### src/rtl/rob_queue.sv
// Reorder buffer: in-order allocate, out-of-order writeback, in-order commit,
// with mispredict rollback of younger entries and full flush on an excepting commit.
module rob_queue #(
    parameter int unsigned DEPTH  = 16,
    parameter int unsigned DATA_W = 32,
    parameter int unsigned AREG_W = 5,
    parameter int unsigned PC_W   = 32,
    localparam int unsigned TAG_W = $clog2(DEPTH)
) (
    input  logic              clk,
    input  logic              rst_n,
    input  logic              alloc_valid,
    output logic              alloc_ready,
    input  logic              alloc_has_dest,
    input  logic [AREG_W-1:0] alloc_areg,
    input  logic [PC_W-1:0]   alloc_pc,
    output logic [TAG_W-1:0]  alloc_tag,
    input  logic              wb_valid,
    input  logic [TAG_W-1:0]  wb_tag,
    input  logic [DATA_W-1:0] wb_data,
    input  logic              wb_exc,
    input  logic              rb_valid,
    input  logic [TAG_W-1:0]  rb_tag,
    output logic              cm_valid,
    input  logic              cm_ready,
    output logic [TAG_W-1:0]  cm_tag,
    output logic              cm_has_dest,
    output logic [AREG_W-1:0] cm_areg,
    output logic [DATA_W-1:0] cm_data,
    output logic [PC_W-1:0]   cm_pc,
    output logic              cm_exc,
    output logic              exc_flush,
    output logic [PC_W-1:0]   exc_pc,
    output logic [TAG_W:0]    count,
    output logic              empty
);

    localparam int unsigned PTR_W = TAG_W + 1;

    logic [PTR_W-1:0]  head_q, head_d, tail_q, tail_d;
    logic [DEPTH-1:0]  valid_q, valid_d, done_q, done_d;
    logic              exc_flush_q, exc_flush_d;
    logic [PC_W-1:0]   exc_pc_q, exc_pc_d;

    logic [DEPTH-1:0]  exc_q, has_dest_q;
    logic [AREG_W-1:0] areg_q [DEPTH];
    logic [PC_W-1:0]   pc_q   [DEPTH];
    logic [DATA_W-1:0] data_q [DEPTH];

    logic [TAG_W-1:0]  head_idx, tail_idx, rb_off;
    logic              full, alloc_fire, cm_fire, exc_commit, wb_hit;

    assign head_idx   = head_q[TAG_W-1:0];
    assign tail_idx   = tail_q[TAG_W-1:0];
    assign count      = tail_q - head_q;
    assign full       = (count == PTR_W'(DEPTH));
    assign empty      = (count == '0);

    assign alloc_ready = !full && !rb_valid && !exc_flush_q;
    assign alloc_tag   = tail_idx;
    assign alloc_fire  = alloc_valid && alloc_ready;
    assign wb_hit      = wb_valid && valid_q[wb_tag];

    assign cm_valid    = valid_q[head_idx] && done_q[head_idx];
    assign cm_tag      = head_idx;
    assign cm_has_dest = has_dest_q[head_idx];
    assign cm_areg     = areg_q[head_idx];
    assign cm_data     = data_q[head_idx];
    assign cm_pc       = pc_q[head_idx];
    assign cm_exc      = exc_q[head_idx];
    assign cm_fire     = cm_valid && cm_ready;
    assign exc_commit  = cm_fire && cm_exc;

    assign exc_flush   = exc_flush_q;
    assign exc_pc      = exc_pc_q;

    // Age of rb_tag relative to head; entries older-or-equal survive.
    assign rb_off = TAG_W'(rb_tag - head_idx);

    // Later statements override earlier ones, giving exception > rollback > alloc.
    always_comb begin
        head_d      = head_q;
        tail_d      = tail_q;
        valid_d     = valid_q;
        done_d      = done_q;
        exc_flush_d = 1'b0;
        exc_pc_d    = exc_pc_q;

        if (wb_hit) begin
            done_d[wb_tag] = 1'b1;
        end
        if (alloc_fire) begin
            valid_d[tail_idx] = 1'b1;
            done_d[tail_idx]  = 1'b0;
            tail_d            = tail_q + PTR_W'(1);
        end
        if (cm_fire) begin
            valid_d[head_idx] = 1'b0;
            head_d            = head_q + PTR_W'(1);
        end
        if (rb_valid) begin
            for (int unsigned i = 0; i < DEPTH; i++) begin
                if (TAG_W'(TAG_W'(i) - head_idx) > rb_off) begin
                    valid_d[i] = 1'b0;
                end
            end
            tail_d = head_q + PTR_W'(rb_off) + PTR_W'(1);
        end
        if (exc_commit) begin
            valid_d     = '0;
            tail_d      = head_q + PTR_W'(1);
            exc_flush_d = 1'b1;
            exc_pc_d    = pc_q[head_idx];
        end
    end

    always_ff @(posedge clk or negedge rst_n) begin
        if (!rst_n) begin
            head_q      <= '0;
            tail_q      <= '0;
            valid_q     <= '0;
            done_q      <= '0;
            exc_flush_q <= 1'b0;
            exc_pc_q    <= '0;
        end else begin
            head_q      <= head_d;
            tail_q      <= tail_d;
            valid_q     <= valid_d;
            done_q      <= done_d;
            exc_flush_q <= exc_flush_d;
            exc_pc_q    <= exc_pc_d;
        end
    end

    // Payload storage needs no reset; valid/done gate every use of it.
    always_ff @(posedge clk) begin
        if (alloc_fire) begin
            has_dest_q[tail_idx] <= alloc_has_dest;
            areg_q[tail_idx]     <= alloc_areg;
            pc_q[tail_idx]       <= alloc_pc;
        end
        if (wb_hit) begin
            data_q[wb_tag] <= wb_data;
            exc_q[wb_tag]  <= wb_exc;
        end
    end

endmodule

### config.mk
export PLATFORM = sky130hd
export DESIGN_NAME = rob_queue
export DESIGN_NICKNAME = d
export VERILOG_FILES = /design/src/rtl/rob_queue.sv
export SDC_FILE = /design/constraint.sdc
export NUM_CORES = 1
export LEC_CHECK = 0
export CORE_UTILIZATION = 35
export CTS_BUF_LIST = sky130_fd_sc_hd__clkbuf_16
export CTS_CLUSTER_DIAMETER = 200
export DETAILED_ROUTE_END_ITERATION = 8
export PLACE_DENSITY_LB_ADDON = 0.25
export SKIP_CTS_REPAIR_TIMING = 1
export SLEW_MARGIN = 20
export SYNTH_ARGS = -nofsm -noshare
export SYNTH_HDL_FRONTEND = slang
export SYNTH_SLANG_ARGS = --single-unit
### constraint.sdc
create_clock -name clk -period 6.97 [get_ports clk]
set_input_delay 1.394 -clock clk [delete_from_list [all_inputs] [get_ports clk]]
set_output_delay 1.394 -clock clk [all_outputs]
set_load 0.01 [all_outputs]
* Yosys cells after proc, flatten, opt, wreduce, memory -nomap -nowiden
Memory sizes are Yosys's and may differ from the RTL's. Index checks and enable logic that the tools add are counted.
Storage, ports and cells: flip-flop bits (word level) 107, RAM bits 1104, input bits 85, output and inout bits 120, logic and storage cells 125, memories 3
Operators by class: add/subtract/negate cells 22, order comparisons 22, equality and inequality tests 1, muxes and demuxes 48, bitwise operators 6, reductions and logical operators 15
Memory list:
- data_q | words 16, bits a word 32, read ports 1, clocked after Yosys merged registers in 0, write ports 1, line 48 | logic [DATA_W-1:0] data_q [DEPTH];
- pc_q | words 16, bits a word 32, read ports 1, clocked after Yosys merged registers in 0, write ports 1, line 47 | logic [PC_W-1:0] pc_q [DEPTH];
- areg_q | words 16, bits a word 5, read ports 1, clocked after Yosys merged registers in 0, write ports 1, line 46 | logic [AREG_W-1:0] areg_q [DEPTH];
Operator list (count):
- $mux W16 | 6
- $gt A4 B4 Y1 | 16
- $and A16 B16 Y16 | 2
- $bwmux W16 | 2
- $not A16 Y16 | 2
- $or A16 B16 Y16 | 2
- $sub A4 B4 Y4 const A | 8
- $mux W1 | 29
- $bmux W1 S4 | 5
- $sub A3 B4 Y4 const A | 4
- $add A5 B1 Y5 const B | 3
- $lt A4 B5 Y1 const B | 3
- $mux W5 | 3
- $demux W1 S4 | 3
- $ge A4 B1 Y1 const B | 3
- $logic_and A1 B1 Y1 | 10
- $sub A1 B4 Y4 const A | 2
- $sub A2 B4 Y4 const A | 2
- $add A5 B4 Y5 | 1
- $eq A5 B5 Y1 const B | 1
- $logic_not A5 Y1 | 1
- $sub A5 B5 Y5 | 1
- $sub A4 B4 Y4 | 1
- $logic_not A1 Y1 | 3
- $reduce_bool A3 Y1 | 1

* Logic depth before layout (Yosys ltp)
depth after elaboration 12, gate-level depth with buffers 13, mapped depth without buffers 13

* Least setup slack after synthesis
OpenSTA, ideal clock, no wires.
kind flip-flop to flip-flop, start register head_q[3], end register valid_q[3], setup time 0.077 ns, arrival time 6.156 ns, setup slack 0.737 ns, cell stages (with the launch flop) 13, path buffers 4, period minus slack after synthesis 6.233 ns, cell sequence dfrtp_1 > buf_2 > inv_1 > buf_2 > buf_2 > buf_2 > ha_1 > nor2_1 > a21oi_1 > xor2_1 > o2111a_1 > nor3b_1 > o221a_2
On the way: word-level cells in the longest chain between the ends 12, elaborated cells on any way between the ends 30, those cells by class add/sub: 3; order compare: 3; eq/ne: 1; mux: 13; bitwise: 2; reduce/logical: 8
RTL lines:
- start, declared | line 40 | logic [PTR_W-1:0] head_q, head_d, tail_q, tail_d;
- start signal, assigned | line 119 | head_q <= '0;
- start signal, assigned | line 126 | head_q <= head_d;
- $sub A5 B5 Y5 | line 55 | assign count = tail_q - head_q;
- $eq A5 B5 Y1 | line 56 | assign full = (count == PTR_W'(DEPTH));
- $logic_not A1 Y1 | line 59 | assign alloc_ready = !full && !rb_valid && !exc_flush_q;
- $logic_and A1 B1 Y1 (2 in series) | line 59
- $logic_and A1 B1 Y1 | line 61 | assign alloc_fire = alloc_valid && alloc_ready;
- $mux W16 | line 92 | if (alloc_fire) begin
- $and A16 B16 Y16 (no line)
- $mux W16 | line 97 | if (cm_fire) begin
- $mux W1 | line 103 | if (TAG_W'(TAG_W'(i) - head_idx) > rb_off) begin
- $mux W16 | line 101 | if (rb_valid) begin
- $mux W16 (*) | line 109 | if (exc_commit) begin
- net valid_d[3] | line 41 | logic [DEPTH-1:0] valid_q, valid_d, done_q, done_d;
- end signal, assigned | line 128 | valid_q <= valid_d;
- end, declared | line 41
Mark *: on every way through the listed nets, which the timed path passes. The rest lies on a longest branch. The select of a mux whose other input is x is not followed. A chain may end at the register's enable or synchronous reset.

* Worst setup path in the final report
start register head_q[2], end output port cm_valid
On the way: word-level cells in the longest chain between the ends 3, elaborated cells on any way between the ends 5, those cells by class mux: 4; reduce/logical: 1
RTL lines:
- $bmux W1 S4 | line 64 | assign cm_valid = valid_q[head_idx] && done_q[head_idx];
- $mux W1 (implied by the code) | line 64
- $logic_and A1 B1 Y1 (*) | line 64
- end, declared | line 24 | output logic cm_valid,
Every way passes the cells marked *; elsewhere a longest branch is shown, timed or not. The select of a mux whose other input is x is not followed.

==> impl_metrics.prom <==
# TYPE chip_impl_metric gauge
chip_impl_info{name="run_status",value="finished, final reports clean"} 1
chip_impl_metric{name="p_comb_share",unit="%"} 14.4
chip_impl_metric{name="layout-area-overhead-vs-synth",unit="%"} 18.2
chip_impl_metric{name="die_boundary_width",unit="µm"} 371
chip_impl_metric{name="final_nets",unit=""} 2514
chip_impl_metric{name="detailed_place_hpwl",unit="µm"} 63600
chip_impl_info{name="slowest_stage",value="sky130_fd_sc_hd__dfrtp_4"} 1
chip_impl_info{name="cts-root-buf",value="sky130_fd_sc_hd__clkbuf_16"} 1
chip_impl_metric{name="final_min_period_over_clock_period",unit="%"} 81.1
chip_impl_metric{name="synth-warning-count",unit=""} 0
chip_impl_metric{name="critPathRequiredTime",unit="ns"} 5.58
chip_impl_metric{name="boundary_pins",unit=""} 205
chip_impl_metric{name="tritoncts.num_buffers",unit=""} 132
chip_impl_metric{name="crit_path_max_fanout",unit=""} 47
chip_impl_metric{name="die-area",unit="µm²"} 138000
chip_impl_metric{name="power_per_cell_area",unit="nW/µm²"} 313
chip_impl_metric{name="final-setup-viol-count",unit=""} 0
chip_impl_info{name="synth_ff_type",value="sky130_fd_sc_hd__edfxtp_1"} 1
chip_impl_metric{name="p_int",unit="mW"} 13.4
chip_impl_metric{name="portBuffers",unit=""} 204
chip_impl_metric{name="clk-insertion-delay-late",unit="ns"} 0.75
chip_impl_metric{name="finalSetupTns",unit="ns"} 0
chip_impl_metric{name="worst_ir_drop_vdd",unit="µV"} 253
chip_impl_metric{name="cts.clk_slew.worst_paths",unit="ns"} 0.06
chip_impl_metric{name="seq_power_share",unit="%"} 47.2
chip_impl_metric{name="holdWs",unit="ns"} 0.504
chip_impl_metric{name="syn_area_per_cell",unit="µm²"} 22.9
chip_impl_metric{name="post-route-drc-count",unit=""} 0
chip_impl_metric{name="route.vias.total",unit=""} 22300
chip_impl_metric{name="detailedRoute.firstPassIterationCount",unit=""} 5
chip_impl_metric{name="fraction_of_layout_cells_with_a_size_suffix_above_1",unit="%"} 27.7
chip_impl_metric{name="numClockSinks",unit=""} 1211
chip_impl_metric{name="synth_edf_count",unit=""} 1136
chip_impl_metric{name="net-switching-power",unit="mW"} 4.25
chip_impl_metric{name="timing.critical_path.arrival",unit="ns"} 4.26
chip_impl_metric{name="timing.final.hold_violations",unit=""} 0
chip_impl_metric{name="antenna_violating_nets_post_route",unit=""} 0
chip_impl_metric{name="post_synth_num_cell_types",unit=""} 54
chip_impl_metric{name="clock_tree.buffer_depth",unit=""} 3
chip_impl_info{name="critPathCaptureType",value="output pin"} 1
chip_impl_metric{name="cts_h_tree_lvls",unit=""} 4
chip_impl_metric{name="fmax",unit="GHz"} 0.177
chip_impl_metric{name="drv_cap",unit=""} 0
chip_impl_metric{name="grt_pass1_wl",unit="µm"} 167000
chip_impl_info{name="clock_tree_from_tritoncts",value="yes"} 1
chip_impl_metric{name="gr-usage-all-layers",unit="%"} 16.9
chip_impl_metric{name="critical_path.max_stage_delay",unit="ns"} 1.04
chip_impl_metric{name="via_count_normalized_by_instance_count",unit=""} 5.23
chip_impl_metric{name="synthArstFlopShare",unit="%"} 6.19
chip_impl_info{name="timing.critical_path.cells",value="buf_4 > nor2_1 > a222oi_1 > and4b_1 > clkdlybuf4s50_1"} 1
chip_impl_info{name="ys_top_cells_by_area",value="sky130_fd_sc_hd__edfxtp_1 (71%), sky130_fd_sc_hd__mux4_2 (17%), sky130_fd_sc_hd__dfrtp_1 (3.9%)"} 1
chip_impl_metric{name="drt-initial-drc-count",unit=""} 1745
chip_impl_metric{name="wirelength_per_cell",unit="µm"} 27.0
chip_impl_metric{name="placement.setup.worst_slack",unit="ns"} 2.08
chip_impl_metric{name="grt_max_degree",unit=""} 109
chip_impl_metric{name="finalWeightedCongestion",unit=""} 0.809
chip_impl_metric{name="static-leakage-power",unit="nW"} 18.0
chip_impl_metric{name="ys_ff_latch",unit=""} 1211
chip_impl_metric{name="switching_share",unit="%"} 24.1
chip_impl_metric{name="standard_cell_row_count",unit=""} 135
chip_impl_metric{name="clock_skew",unit="ns"} 0.0264
chip_impl_metric{name="tightest_slew",unit="ns"} 1.02
chip_impl_metric{name="first_global_vias",unit=""} 23800
chip_impl_metric{name="syn_nets",unit=""} 2231
chip_impl_metric{name="yosysTopAreaCellShare",unit="%"} 71.5
chip_impl_metric{name="relSlewSlack",unit="%"} 32.2
chip_impl_metric{name="initial_core_util",unit="%"} 35.3
chip_impl_metric{name="finalMaxSlewViolations",unit=""} 0
chip_impl_info{name="critPathKind",value="reg2out"} 1
chip_impl_metric{name="syn-cell-area",unit="µm²"} 47700
chip_impl_metric{name="grt-ovfl-total",unit=""} 0
chip_impl_info{name="post-synth-top-area-cell",value="sky130_fd_sc_hd__edfxtp_1"} 1
chip_impl_info{name="hp-class",value="reg2reg"} 1
chip_impl_info{name="timing.critical_path.from_type",value="register"} 1
chip_impl_metric{name="clockPowerShare",unit="%"} 38.4
chip_impl_metric{name="period_needed",unit="ns"} 5.65
chip_impl_metric{name="final_cells",unit=""} 4258
chip_impl_metric{name="seq_area_frac_synth",unit="%"} 75.4
chip_impl_metric{name="core_area",unit="µm²"} 135000
chip_impl_metric{name="fin_util",unit="%"} 41.7
chip_impl_metric{name="place_inst",unit=""} 4016
chip_impl_metric{name="dieHeight",unit="µm"} 371
chip_impl_metric{name="grt_antenna_before_repair",unit=""} 17
chip_impl_metric{name="postSynthCellCount",unit=""} 2086
chip_impl_metric{name="post-route-worst-setup-slack",unit="ns"} 1.32
chip_impl_info{name="grt_setup_unrepaired",value="no"} 1
chip_impl_metric{name="drt_wl_total",unit="µm"} 115000
flip-flops by register name, summed over array words and instances (netlist names):
name,flops
pc_q,512
valid_q,16
data_q,512
exc_pc,32
exc_q,16
areg_q,80
tail_q,5
head_q,5
has_dest_q,16
done_q,16
exc_flush,1
layer usage:
layer  vias up  wire length, µm  global-route usage (%)
li1       9398                -                       -
met5         -              122                       0
met4        20             2740                    5.56
met3       181             5800                    3.21
met2       597            59100                    29.0
met1     12100            47200                    21.4
Yosys cell counts, types with 3 or more instances:
master and n:
sky130_fd_sc_hd__nor2b_1 3, sky130_fd_sc_hd__ha_1 56, sky130_fd_sc_hd__buf_1 5, sky130_fd_sc_hd__a21oi_1 30, sky130_fd_sc_hd__fa_1 4, sky130_fd_sc_hd__inv_1 34, sky130_fd_sc_hd__buf_2 43, sky130_fd_sc_hd__nand2b_1 4
sky130_fd_sc_hd__a21o_1 21, sky130_fd_sc_hd__mux2_2 4, sky130_fd_sc_hd__nor3_1 7, sky130_fd_sc_hd__nand3b_1 5, sky130_fd_sc_hd__o21ai_0 5, sky130_fd_sc_hd__buf_6 3, sky130_fd_sc_hd__edfxtp_1 1136, sky130_fd_sc_hd__nor3b_1 4
sky130_fd_sc_hd__xnor2_1 16, sky130_fd_sc_hd__nand3_1 14, sky130_fd_sc_hd__dfrtp_1 75, sky130_fd_sc_hd__nand4_1 9, sky130_fd_sc_hd__and3b_1 4, sky130_fd_sc_hd__a311o_1 4, sky130_fd_sc_hd__buf_4 8, sky130_fd_sc_hd__xor2_1 11
sky130_fd_sc_hd__nor2_1 70, sky130_fd_sc_hd__o221a_2 16, sky130_fd_sc_hd__mux2_4 29, sky130_fd_sc_hd__clkbuf_1 47, sky130_fd_sc_hd__nand2_1 28, sky130_fd_sc_hd__mux4_2 361
layout make-up:
cell class                      count  area [µm²]
Clock buffer                      137        3430
Timing Repair Buffer              255        2520
Antenna cell                        2        5.00
Tap cell                         1781        2230
Inverter                           35         138
Sequential cell                  1211       36000
Multi-Input combinational cell    734       11300
Fill cell                       11600       78900
Clock inverter                    103         795
kinds of logic (layout without fill, tap and decap cells):
group / after synthesis / in the layout / share of synthesized area [%]
flops: 1211 / 1211 / 75.4
other cells: 0 / 2 / 0
buf+inv: 141 / 530 / 1.33
xor+xnor: 27 / 27 / 0.495
simple gates: 156 / 156 / 1.56
mux: 395 / 395 / 18.1
compound gates: 96 / 96 / 1.50
fa+ha+maj: 60 / 60 / 1.64
power by group through the flow:
stage	Combinational (mW)	Clock (mW)	Sequential [mW]
3_3_place_gp	2.56	0	8.48
6_report	2.54	6.79	8.34
4_1_cts	2.60	6.96	8.34
3_5_place_dp	2.59	0	8.49
5_1_grt	2.74	7.21	8.35
2_1_floorplan	1.70	0	8.42
metrics by stage:
stage,power (mW),instance area [µm²]
CTS,17.9,56400
detailed placement,11.1,52200
global route,18.3,56400
floorplan,10.1,47700
finish,17.7,56400
global placement,11.0,52200
worst paths after layout:
path | from | to | slack (ns) | depth (start not counted)
min in group asynchronous | rst_n | exc_pc[7]$_DFFE_PN0P_ | 0.60 | 1
max in group asynchronous | rst_n | head_q[0]$_DFFE_PN0P_ | 5.22 | 2
min reg2reg | done_q[14]$_DFF_PN0_ | done_q[14]$_DFF_PN0_ | 0.50 | 2
max reg2reg | head_q[2]$_DFFE_PN0P_ | pc_q[12][24]$_DFFE_PP_ | 2.38 | 9
min | done_q[14]$_DFF_PN0_ | done_q[14]$_DFF_PN0_ | 0.50 | 2
max | head_q[2]$_DFFE_PN0P_ | cm_valid | 1.32 | 5
layout by cell type, fill, tap and decap left out, types with 30 or more instances in the layout:
cell / netlist / routed
sky130_fd_sc_hd__clkbuf_16: 0 / 137
sky130_fd_sc_hd__clkdlybuf4s50_1: 0 / 203
sky130_fd_sc_hd__buf_4: 8 / 44
sky130_fd_sc_hd__edfxtp_1: 1136 / 1136
sky130_fd_sc_hd__dfrtp_1: 75 / 72
sky130_fd_sc_hd__nor2_1: 70 / 49
sky130_fd_sc_hd__mux4_2: 361 / 361
sky130_fd_sc_hd__inv_1: 34 / 63
sky130_fd_sc_hd__a21oi_1: 30 / 30
sky130_fd_sc_hd__ha_1: 56 / 56
critical path: cells and delay by family, from the launching register on:
family,cells,cell delay [ns]
buffers and inverters,2,1.46
AOI/OAI and AO/OA,1,0.32
and+or+nand+nor,2,0.56
DFF,1,1.04
Power figures use the tool's default switching activity.
